$ cat src/rtl/clk_gate_ctrl.sv
// ---------------------------------------------------------------------------
// clk_gate_ctrl
//
// Purpose:
//   Clock-gate controller for a group of requesters. When any requester
//   raises its request, the controller opens the downstream clock gate. It
//   waits a fixed number of wake cycles for the gated clock to settle. It
//   then acknowledges each active requester individually. When every request
//   has dropped, the gate stays open for a programmable idle window before it
//   closes. A request that arrives during that window reopens the grant
//   immediately, without another wake sequence.
//
// Parameters:
//   NREQ        - number of requesters (1..8)
//   WAKE_CYCLES - cycles spent in WAKE before granting (1..15)
//   IDLE_CYCLES - idle cycles tolerated before gating off (1..255)
//
// Ports:
//   clk_in     in   1     free-running source clock, rising edge
//   rst_n      in   1     asynchronous active-low reset
//   req        in   NREQ  per-requester level request (four-phase with ack)
//   ack        out  NREQ  per-requester grant, registered
//   gate_en    out  1     clock buffer enable, straight from a flop
//   state      out  2     FSM state: OFF=0, WAKE=1, ON=2, IDLE_WAIT=3
//   wake_count out  16    saturating count of OFF->WAKE transitions
//                         (present only when CLK_GATE_CTRL_STATS_EN is defined)
//
// Build option:
//   CLK_GATE_CTRL_STATS_EN - when defined, adds the wake_count output and its
//                            counter. All other behaviour is unchanged.
// ---------------------------------------------------------------------------
module clk_gate_ctrl #(
  parameter int NREQ        = 4,
  parameter int WAKE_CYCLES = 2,
  parameter int IDLE_CYCLES = 8
) (
  input  logic            clk_in,
  input  logic            rst_n,
  input  logic [NREQ-1:0] req,
  output logic [NREQ-1:0] ack,
  output logic            gate_en,
  output logic [1:0]      state
`ifdef CLK_GATE_CTRL_STATS_EN
  ,
  output logic [15:0]     wake_count
`endif
);

  // Each counter only ever holds its load value (parameter - 1) and counts
  // down from there, so it is sized for that maximum.
  localparam int WCW = (WAKE_CYCLES > 1) ? $clog2(WAKE_CYCLES) : 1;
  localparam int ICW = (IDLE_CYCLES > 1) ? $clog2(IDLE_CYCLES) : 1;

  localparam logic [WCW-1:0] WAKE_LOAD = WCW'(WAKE_CYCLES - 1);
  localparam logic [ICW-1:0] IDLE_LOAD = ICW'(IDLE_CYCLES - 1);

  typedef enum logic [1:0] {
    OFF       = 2'd0,
    WAKE      = 2'd1,
    ON        = 2'd2,
    IDLE_WAIT = 2'd3
  } state_e;

  state_e          state_q,   state_d;
  logic [WCW-1:0]  wakeCnt_q, wakeCnt_d;
  logic [ICW-1:0]  idleCnt_q, idleCnt_d;
  logic            gateEn_q,  gateEn_d;
  logic [NREQ-1:0] ack_q,     ack_d;
  logic            anyReq;

  assign anyReq = |req;

  // Next-state logic. The gate enable changes only on transitions into or
  // out of OFF. A request in IDLE_WAIT beats idle expiry, including when the
  // idle counter has already reached zero. Acks follow the requests only
  // while the controller is in ON. That gives the one-cycle grant latency
  // after ON is entered, and it keeps ack low whenever the gate is closed.
  always_comb begin
    state_d   = state_q;
    wakeCnt_d = wakeCnt_q;
    idleCnt_d = idleCnt_q;
    gateEn_d  = gateEn_q;
    ack_d     = '0;
    unique case (state_q)
      OFF: begin
        gateEn_d = 1'b0;
        if (anyReq) begin
          state_d   = WAKE;
          gateEn_d  = 1'b1;
          wakeCnt_d = WAKE_LOAD;
        end
      end
      WAKE: begin
        // Once started, the wake sequence always runs to completion. It
        // cannot be aborted because the clock buffer is already enabled.
        if (wakeCnt_q == '0) begin
          state_d = ON;
        end else begin
          wakeCnt_d = wakeCnt_q - 1'b1;
        end
      end
      ON: begin
        ack_d = req;
        if (!anyReq) begin
          state_d   = IDLE_WAIT;
          idleCnt_d = IDLE_LOAD;
        end
      end
      IDLE_WAIT: begin
        if (anyReq) begin
          state_d = ON;
        end else if (idleCnt_q == '0) begin
          state_d  = OFF;
          gateEn_d = 1'b0;
        end else begin
          idleCnt_d = idleCnt_q - 1'b1;
        end
      end
      default: begin
        state_d  = OFF;
        gateEn_d = 1'b0;
      end
    endcase
  end

  // A single state register holds the FSM state, the counters and the
  // registered outputs. Reset is asynchronous, so it closes the gate and
  // drops every grant at once, even in the middle of a wake or grant phase.
  always_ff @(posedge clk_in or negedge rst_n) begin
    if (!rst_n) begin
      state_q   <= OFF;
      wakeCnt_q <= '0;
      idleCnt_q <= '0;
      gateEn_q  <= 1'b0;
      ack_q     <= '0;
    end else begin
      state_q   <= state_d;
      wakeCnt_q <= wakeCnt_d;
      idleCnt_q <= idleCnt_d;
      gateEn_q  <= gateEn_d;
      ack_q     <= ack_d;
    end
  end

  assign state   = state_q;
  assign gate_en = gateEn_q;
  assign ack     = ack_q;

`ifdef CLK_GATE_CTRL_STATS_EN
  logic [15:0] wakeCount_q;

  // Counts wake-ups out of OFF and holds at all-ones rather than wrapping.
  // Returning from IDLE_WAIT to ON is not a wake-up, so it is not counted.
  always_ff @(posedge clk_in or negedge rst_n) begin
    if (!rst_n) begin
      wakeCount_q <= '0;
    end else if ((state_q == OFF) && (state_d == WAKE) &&
                 (wakeCount_q != 16'hFFFF)) begin
      wakeCount_q <= wakeCount_q + 16'd1;
    end
  end

  assign wake_count = wakeCount_q;
`endif

endmodule
$ cat config.mk
export PLATFORM = sky130hd
export DESIGN_NAME = clk_gate_ctrl
export DESIGN_NICKNAME = d
export VERILOG_FILES = /design/src/rtl/clk_gate_ctrl.sv
export SDC_FILE = /design/constraint.sdc
export NUM_CORES = 1
export LEC_CHECK = 0
export BUFFER_PORTS_ARGS = -buffer_cell sky130_fd_sc_hd__clkbuf_2
export CORE_AREA = 2 2 39 41
export CTS_CLUSTER_DIAMETER = 40
export CTS_CLUSTER_SIZE = 25
export DETAILED_ROUTE_END_ITERATION = 10
export DIE_AREA = 0 0 41 43
export PLACE_DENSITY = 0.59
export SLEW_MARGIN = 0
export SYNTH_ARGS = -nofsm -noshare
export SYNTH_HDL_FRONTEND = slang
export SYNTH_SLANG_ARGS = --single-unit
$ cat constraint.sdc
create_clock -name clk_in -period 3.55 [get_ports clk_in]
set_input_delay 0.5325 -clock clk_in [delete_from_list [all_inputs] [get_ports clk_in]]
set_output_delay 0.5325 -clock clk_in [all_outputs]
set_load 0.02 [all_outputs]
# Word level (Yosys, flattened, before mapping)
# Index checks and enable logic that the tools add are counted.
dict set report classes {
  add_sub_neg 2
  eq_ne 10
  n_mux 18
  reduce_logical 10
}
# op count
set op_table {}
lappend op_table {{$ne 2x2->1 const B} 6}
lappend op_table {{$mux 2} 5}
lappend op_table {{$mux 3} 3}
lappend op_table {{$pmux 2 s4} 1}
lappend op_table {{$reduce_and 4->1} 2}
lappend op_table {{$pmux 3 s2} 1}
lappend op_table {{$reduce_bool 2->1} 3}
lappend op_table {{$mux 1} 5}
lappend op_table {{$eq 2x2->1 const B} 2}
lappend op_table {{$mux 4} 1}
lappend op_table {{$pmux 1 s2} 2}
lappend op_table {{$reduce_or 4->1} 1}
lappend op_table {{$logic_not 3->1} 1}
lappend op_table {{$ne 3x3->1 const B} 1}
lappend op_table {{$reduce_and 3->1} 1}
lappend op_table {{$sub 3x1->3 const B} 1}
lappend op_table {{$eq 2x1->1 const B} 1}
lappend op_table {{$logic_not 2->1} 1}
lappend op_table {{$reduce_and 2->1} 1}
lappend op_table {{$sub 1x1->1 const B} 1}
dict set report totals {
  reg_bits 11
  inputBits 6
  output_inout_bits 7
  word_cells 45
}

# Depth between registers and ports, before layout
# Gate-level depths: netlist (run 1).
dict set report depth {
  ltp_word 4
  depth_mapped 5
  mapped_depth_nobuf 5
}

# Worst setup path before layout (run 1)
# OpenSTA, ideal clock, no wires.
dict set report synth_timing {
  path_type {input port to flip-flop}
  from {in req[0]}
  to {reg idleCnt_q[1]}
  setup_time_ns 0.129
  t_arrival_ns 1.363
  required_time_ns 3.421
  setup_slack_ns 2.058
  cell_stages 3
  n_path_buf 0
  path_cell_list {or4_4 -> nor3_2 -> a211oi_1}
}
dict set report synth_via {
  elab_chain_cells 3
  elab_cells_between_ends 4
  classes_between {2 x eq/ne; 2 x reduce/logical}
}
# element line_no
set synth_lines {}
lappend synth_lines {{start: declaration} 39} ;# input logic [NREQ-1:0] req,
lappend synth_lines {{$reduce_or 4->1 (*)} 71} ;# assign anyReq = |req;
lappend synth_lines {{$ne 2x2->1 (no line)} --}
lappend synth_lines {{$reduce_and 4->1 (no line) (*)} --}
lappend synth_lines {{end signal: assignment} 139} ;# idleCnt_q <= idleCnt_d;
lappend synth_lines {{end: declaration} 66} ;# logic [ICW-1:0] idleCnt_q, idleCnt_d;
# Every way passes the cells marked *; elsewhere a longest branch is shown, timed or not.
# A chain may end at the register's enable or synchronous reset.

# Worst setup path after layout (run 1)
dict set report layout_timing {
  from {reg state_q[0], in the netlist state[0]}
  to {out state[0]}
}
# element line_no
set layout_rtl {}
lappend layout_rtl {{start: declaration} 64} ;# state_e state_q, state_d;
lappend layout_rtl {{start signal: assignment} 137} ;# state_q <= state_d;
lappend layout_rtl {{end: declaration} 42} ;# output logic [1:0] state
# No word-level cell between the ends.

==> qor.yml, run 1 <==
dp_cells: 78
dr.pass1.iters: 3
clkTransAtPathRegs_ps: 70
gp_congestion: 0.718
diodes: 0
crit_arrival_ps: 1040
synth_cell_types: 23
route.detailed.drc: 0
hp-class: "in -> async"
syn-num-nets: 60
die_x_um: 41
finalInstanceArea_um2: 632
syn_inst: 52
mostFrequentLayoutCells: "clkbuf_2 (12), dfrtp_1 (11), a21oi_1 (6)"
slew_violations: 0
ant_nets: 0
synth_top_family_by_area: "simple AND/OR/NAND/NOR gates"
fill_cells: 143
postCtsHoldBufs: 0
cp_num_buf_inv: 1
ir_drop_mv: 0.290
final_cell_count_no_fill: 82
die_h_um: 43
clock.fmax_mhz: 635
fin_util: 0.457
dpl_cell_area_um2: 606
critPathMaxStageDelay_ps: 540
period_share: 0.444
crit_fanout: 12
crit_family: "flip-flops"
layout_commonest_cell: "clkbuf_2"
grt_max_degree: 13
cts_tree: "yes"
cts_setup_buffers: 0
routed_wirelength_um: 926
core_mm2: 0.00138
antenna_found_initial: 0
wl_per_cell_um: 11.3
synth_seq_area_share: 0.516
worst_pin_slew_ps: 511
routed_via_density: 5.11
layout-drive-gt1-share: 0.288
syn2layout_area_growth_pct: 18.5
hold_ws_ps: 125
numCtsBuffers: 3
grt_pass1_wl_um: 1430
maxCapViolations: 0
criticalPathCategory: "reg -> out"
root_buffer: "clkbuf_4"
grt_usage: 0.121
synth-adder-area-share: 0.0469
ys.warnings.count: 0
fin_setup_tns_ps: 0
yosys.area_share.simple: 0.214
htree_levels: 1
ctsResizeCount: 0
num_io_pins: 13
relSlewSlack: 0.656
start_kind: "flop"
synth_xor_area_frac: 0
grt_overflow_total: 0
clock_latency_ps: 270
finalSetupViolCount: 0
via_count: 419
rsz0062_at_grt: "false"
end_kind: "primary output"
port_buffers: 12
dp_hpwl_um: 732
max-clock-path-buffers: 2
rows: 14
cp.required_ps: 3020
synth_mux_area_frac: 0.0211
grt_pass1_vias: 365
power_density_mw_per_mm2: 482
fin_nets: 75
dr.first_iter.drc_count: 7
final.setup.worst_slack_ps: 1980
cpMaxStageDelayCell: "dfrtp_1"
status: "finished, final reports clean"
initial_core_util: 0.385
synth_compound_area_frac: 0.160
final_hold_viol_count: 0
leakage_nw: 0.313
syn-cell-area_um2: 533
power_mw: 0.305
finClkSkew_ps: 1.03
worstPathCellList: "clkbuf_2"
fin_crit_ps: 1570
dp_slack_ps: 1890
die-area_mm2: 0.00176
clock_sinks: 11
syn_area_per_cell_um2: 10.3
postSynthRegisterBits: 11
## Yosys cell counts
master	number	area, um^2
a211oi_1	1	7.51
a21boi_0	1	7.51
a21oi_1	6	30.0
a221oi_1	1	8.76
a22oi_1	1	7.51
a31oi_1	1	6.26
and2_1	4	25.0
and3_1	2	12.5
clkbuf_1	2	7.51
dfrtp_1	11	275
ha_1	2	25.0
inv_1	4	15.0
mux2_2	1	11.3
nand2_1	3	11.3
nand3b_1	1	7.51
nor2_1	3	11.3
nor2b_1	2	12.5
nor3_2	1	10.0
nor4_2	1	12.5
o21ai_0	1	5.00
o21ai_1	1	5.00
o31ai_1	1	7.51
or4_4	1	11.3
## per-layer routing
metal	track usage	share of wire
met1	0.154	0.43
met2	0.181	0.49
met3	0.0314	0.068
met4	0.0600	0.011
met5	0	0
## power by group
group / leakage, nW / internal, mW / switching, mW / total (mW)
Clock: 0.0150 / 0.0435 / 0.0411 / 0.0846
Sequential: 0.122 / 0.145 / 0.0129 / 0.158
Combinational: 0.175 / 0.0247 / 0.0372 / 0.0619
## final timing paths
| kind | endpoint | slack [ps] | start | cells after the start |
|---|---|---|---|---|
| max | state[0] | 1980 | state[0]$_DFFE_PN0P_ | 1 |
| min | idleCnt_q[0]$_DFFE_PN0P_ | 120 | rst_n | 1 |
| max reg2reg | state[0]$_DFFE_PN0P_ | 2090 | idleCnt_q[0]$_DFFE_PN0P_ | 5 |
| min reg2reg | idleCnt_q[0]$_DFFE_PN0P_ | 490 | idleCnt_q[0]$_DFFE_PN0P_ | 1 |
| max in group asynchronous | gate_en$_DFFE_PN0P_ | 3210 | rst_n | 1 |
| min in group clk_in | idleCnt_q[0]$_DFFE_PN0P_ | 490 | idleCnt_q[0]$_DFFE_PN0P_ | 1 |
## cells by family after synthesis
family | Yosys count
multiplexers | 1
AO/OA/AOI/OAI | 14
AND/OR/NAND/NOR | 18
buffers and inverters | 6
flip-flops | 11
adder cells (fa/ha/maj) | 2
## area by class of cell
class,count,area (um^2),area share
clock buffer,4,26.3,0.0416
inverter,4,15.0,0.0238
timing repair buffer,12,60.1,0.0950
multi-input combinational,35,235,0.372
sequential,11,275,0.436
tap,16,20.0,0.0317
## sequential cells by signal, indices dropped and copies added (netlist names)
register	flops
wakeCnt_q	1
idleCnt_q	3
state	2
gate_en	1
ack	4
Power figures use the tool's default switching activity.
==> run 2: changes to the inputs <==
PLACE_DENSITY = 0.61   (was 0.59)
clock period = 1.35 ns   (was 3.55 ns; I/O delays follow)
==> qor.yml, run 2 (same netlist as run 1, synthesis figures left out) <==
dr.pass1.iters: 1
status: "finished, final reports clean"
clock_sinks: 11
power_mw: 0.817
gp_congestion: 0.755
clock.fmax_mhz: 784
crit_fanout: 4
core_mm2: 0.00138
antenna_found_initial: 0
num_io_pins: 13
htree_levels: 1
die_h_um: 43
grt_pass1_wl_um: 1750
relSlewSlack: 0.753
fin_nets: 80
die-area_mm2: 0.00176
via_count: 434
syn2layout_area_growth_pct: 29.8
period_share: 0.945
grt_usage: 0.153
diodes: 0
grt_overflow_total: 0
crit_arrival_ps: 1450
fin_crit_ps: 1280
clkTransAtPathRegs_ps: 60
final_hold_viol_count: 0
port_buffers: 12
wl_per_cell_um: 11.7
ir_drop_mv: 0.562
rsz0062_at_grt: "false"
worst_pin_slew_ps: 370
finalSetupViolCount: 0
dr.first_iter.drc_count: 0
finClkSkew_ps: 1.25
power_density_mw_per_mm2: 1180
slew_violations: 0
mostFrequentLayoutCells: "clkbuf_2 (12), dfrtp_1 (11), a21oi_1 (6)"
route.detailed.drc: 0
initial_core_util: 0.385
rows: 14
criticalPathCategory: "reg -> reg"
grt_pass1_vias: 406
largest_register_ffs: 4
leakage_nw: 0.337
ant_nets: 0
root_buffer: "clkbuf_4"
cts_setup_buffers: 0
routed_wirelength_um: 1020
numCtsBuffers: 3
hp-class: "in -> reg"
die_x_um: 41
layout-drive-gt1-share: 0.394
end_kind: "flop"
maxCapViolations: 0
cts_tree: "yes"
layout_commonest_cell: "clkbuf_2"
max-clock-path-buffers: 2
start_kind: "flop"
routed_via_density: 4.99
dp_hpwl_um: 764
cp.required_ps: 1530
hold_ws_ps: 191
clock_latency_ps: 270
grt_max_degree: 13
-- run 2: cell types whose count changed in the layout (fill, tap and decap cells not counted), sizes merged --
cell,before,now
buf,0,4
dlygate4sd3,0,1
-- run 2: path summary, 6_finish.rpt --
kind / from / end / slack, ps / cells past startpoint
setup / recovery: idleCnt_q[0]$_DFFE_PN0P_ / state[0]$_DFFE_PN0P_ / 70 / 5
hold / removal: req[1] / ack[1]$_DFF_PN0_ / 190 / 2
setup reg to reg: idleCnt_q[0]$_DFFE_PN0P_ / state[0]$_DFFE_PN0P_ / 70 / 5
hold reg to reg: wakeCnt_q$_DFFE_PN0P_ / wakeCnt_q$_DFFE_PN0P_ / 540 / 2
max in group asynchronous: rst_n / state[1]$_DFFE_PN0P_ / 800 / 2
min in group asynchronous: rst_n / ack[2]$_DFF_PN0_ / 340 / 2
-- run 2: routing by layer --
layer	up-vias	GRT usage	wire length [um]
li1	218	-	-
met1	203	0.194	455
met2	11	0.216	488
met3	2	0.0942	66
met4	0	0.0400	8
met5	-	0	0
-- run 2: worst max-delay path, stage by stage (launching register included) --
cell and delay (ps):
dfrtp_1 360, inv_2 50, ha_2 180, nor2b_4 130, mux2_4 260, a221oi_2 210
-- run 2: metrics by stage --
stage / setup WS (ps) / TNS [ps] / cell area, um^2 / util / instances
3_3_place_gp: -53.5 / -53.5 / 636 / 0.459 / 82
6_report: 74.3 / 0 / 692 / 0.500 / 87
5_1_grt: 2.57 / 0 / 692 / 0.500 / 87
3_5_place_dp: -51.2 / -51.2 / 636 / 0.459 / 82
4_1_cts: 20.8 / 0 / 688 / 0.497 / 87
2_1_floorplan: 25.6 / 0 / 534 / - / 52
-- run 2: cell type report --
cell class | count | area (um^2)
flip-flops and latches | 11 | 275
inverters | 4 | 15.0
fillers | 142 | 692
repair buffers | 17 | 100
multi-input cells | 35 | 255
clock buffers | 4 | 26.3
well taps | 16 | 20.0
-- run 2: timing repair --
action                     4_1_cts  5_1_grt
resized for setup                4        3
cloned                           0        0
hold buffers                     1        0
pin swaps                        1        1
hold endpoints to repair        11        0
setup endpoints to repair        1        1
-- run 2: power breakdown --
part | switching [mW] | leakage [nW] | total (mW) | internal, mW
Clock | 0.102 | 0.0150 | 0.217 | 0.114
Sequential | 0.0367 | 0.122 | 0.419 | 0.382
Combinational | 0.105 | 0.199 | 0.182 | 0.0767
Total | 0.244 | 0.337 | 0.817 | 0.574
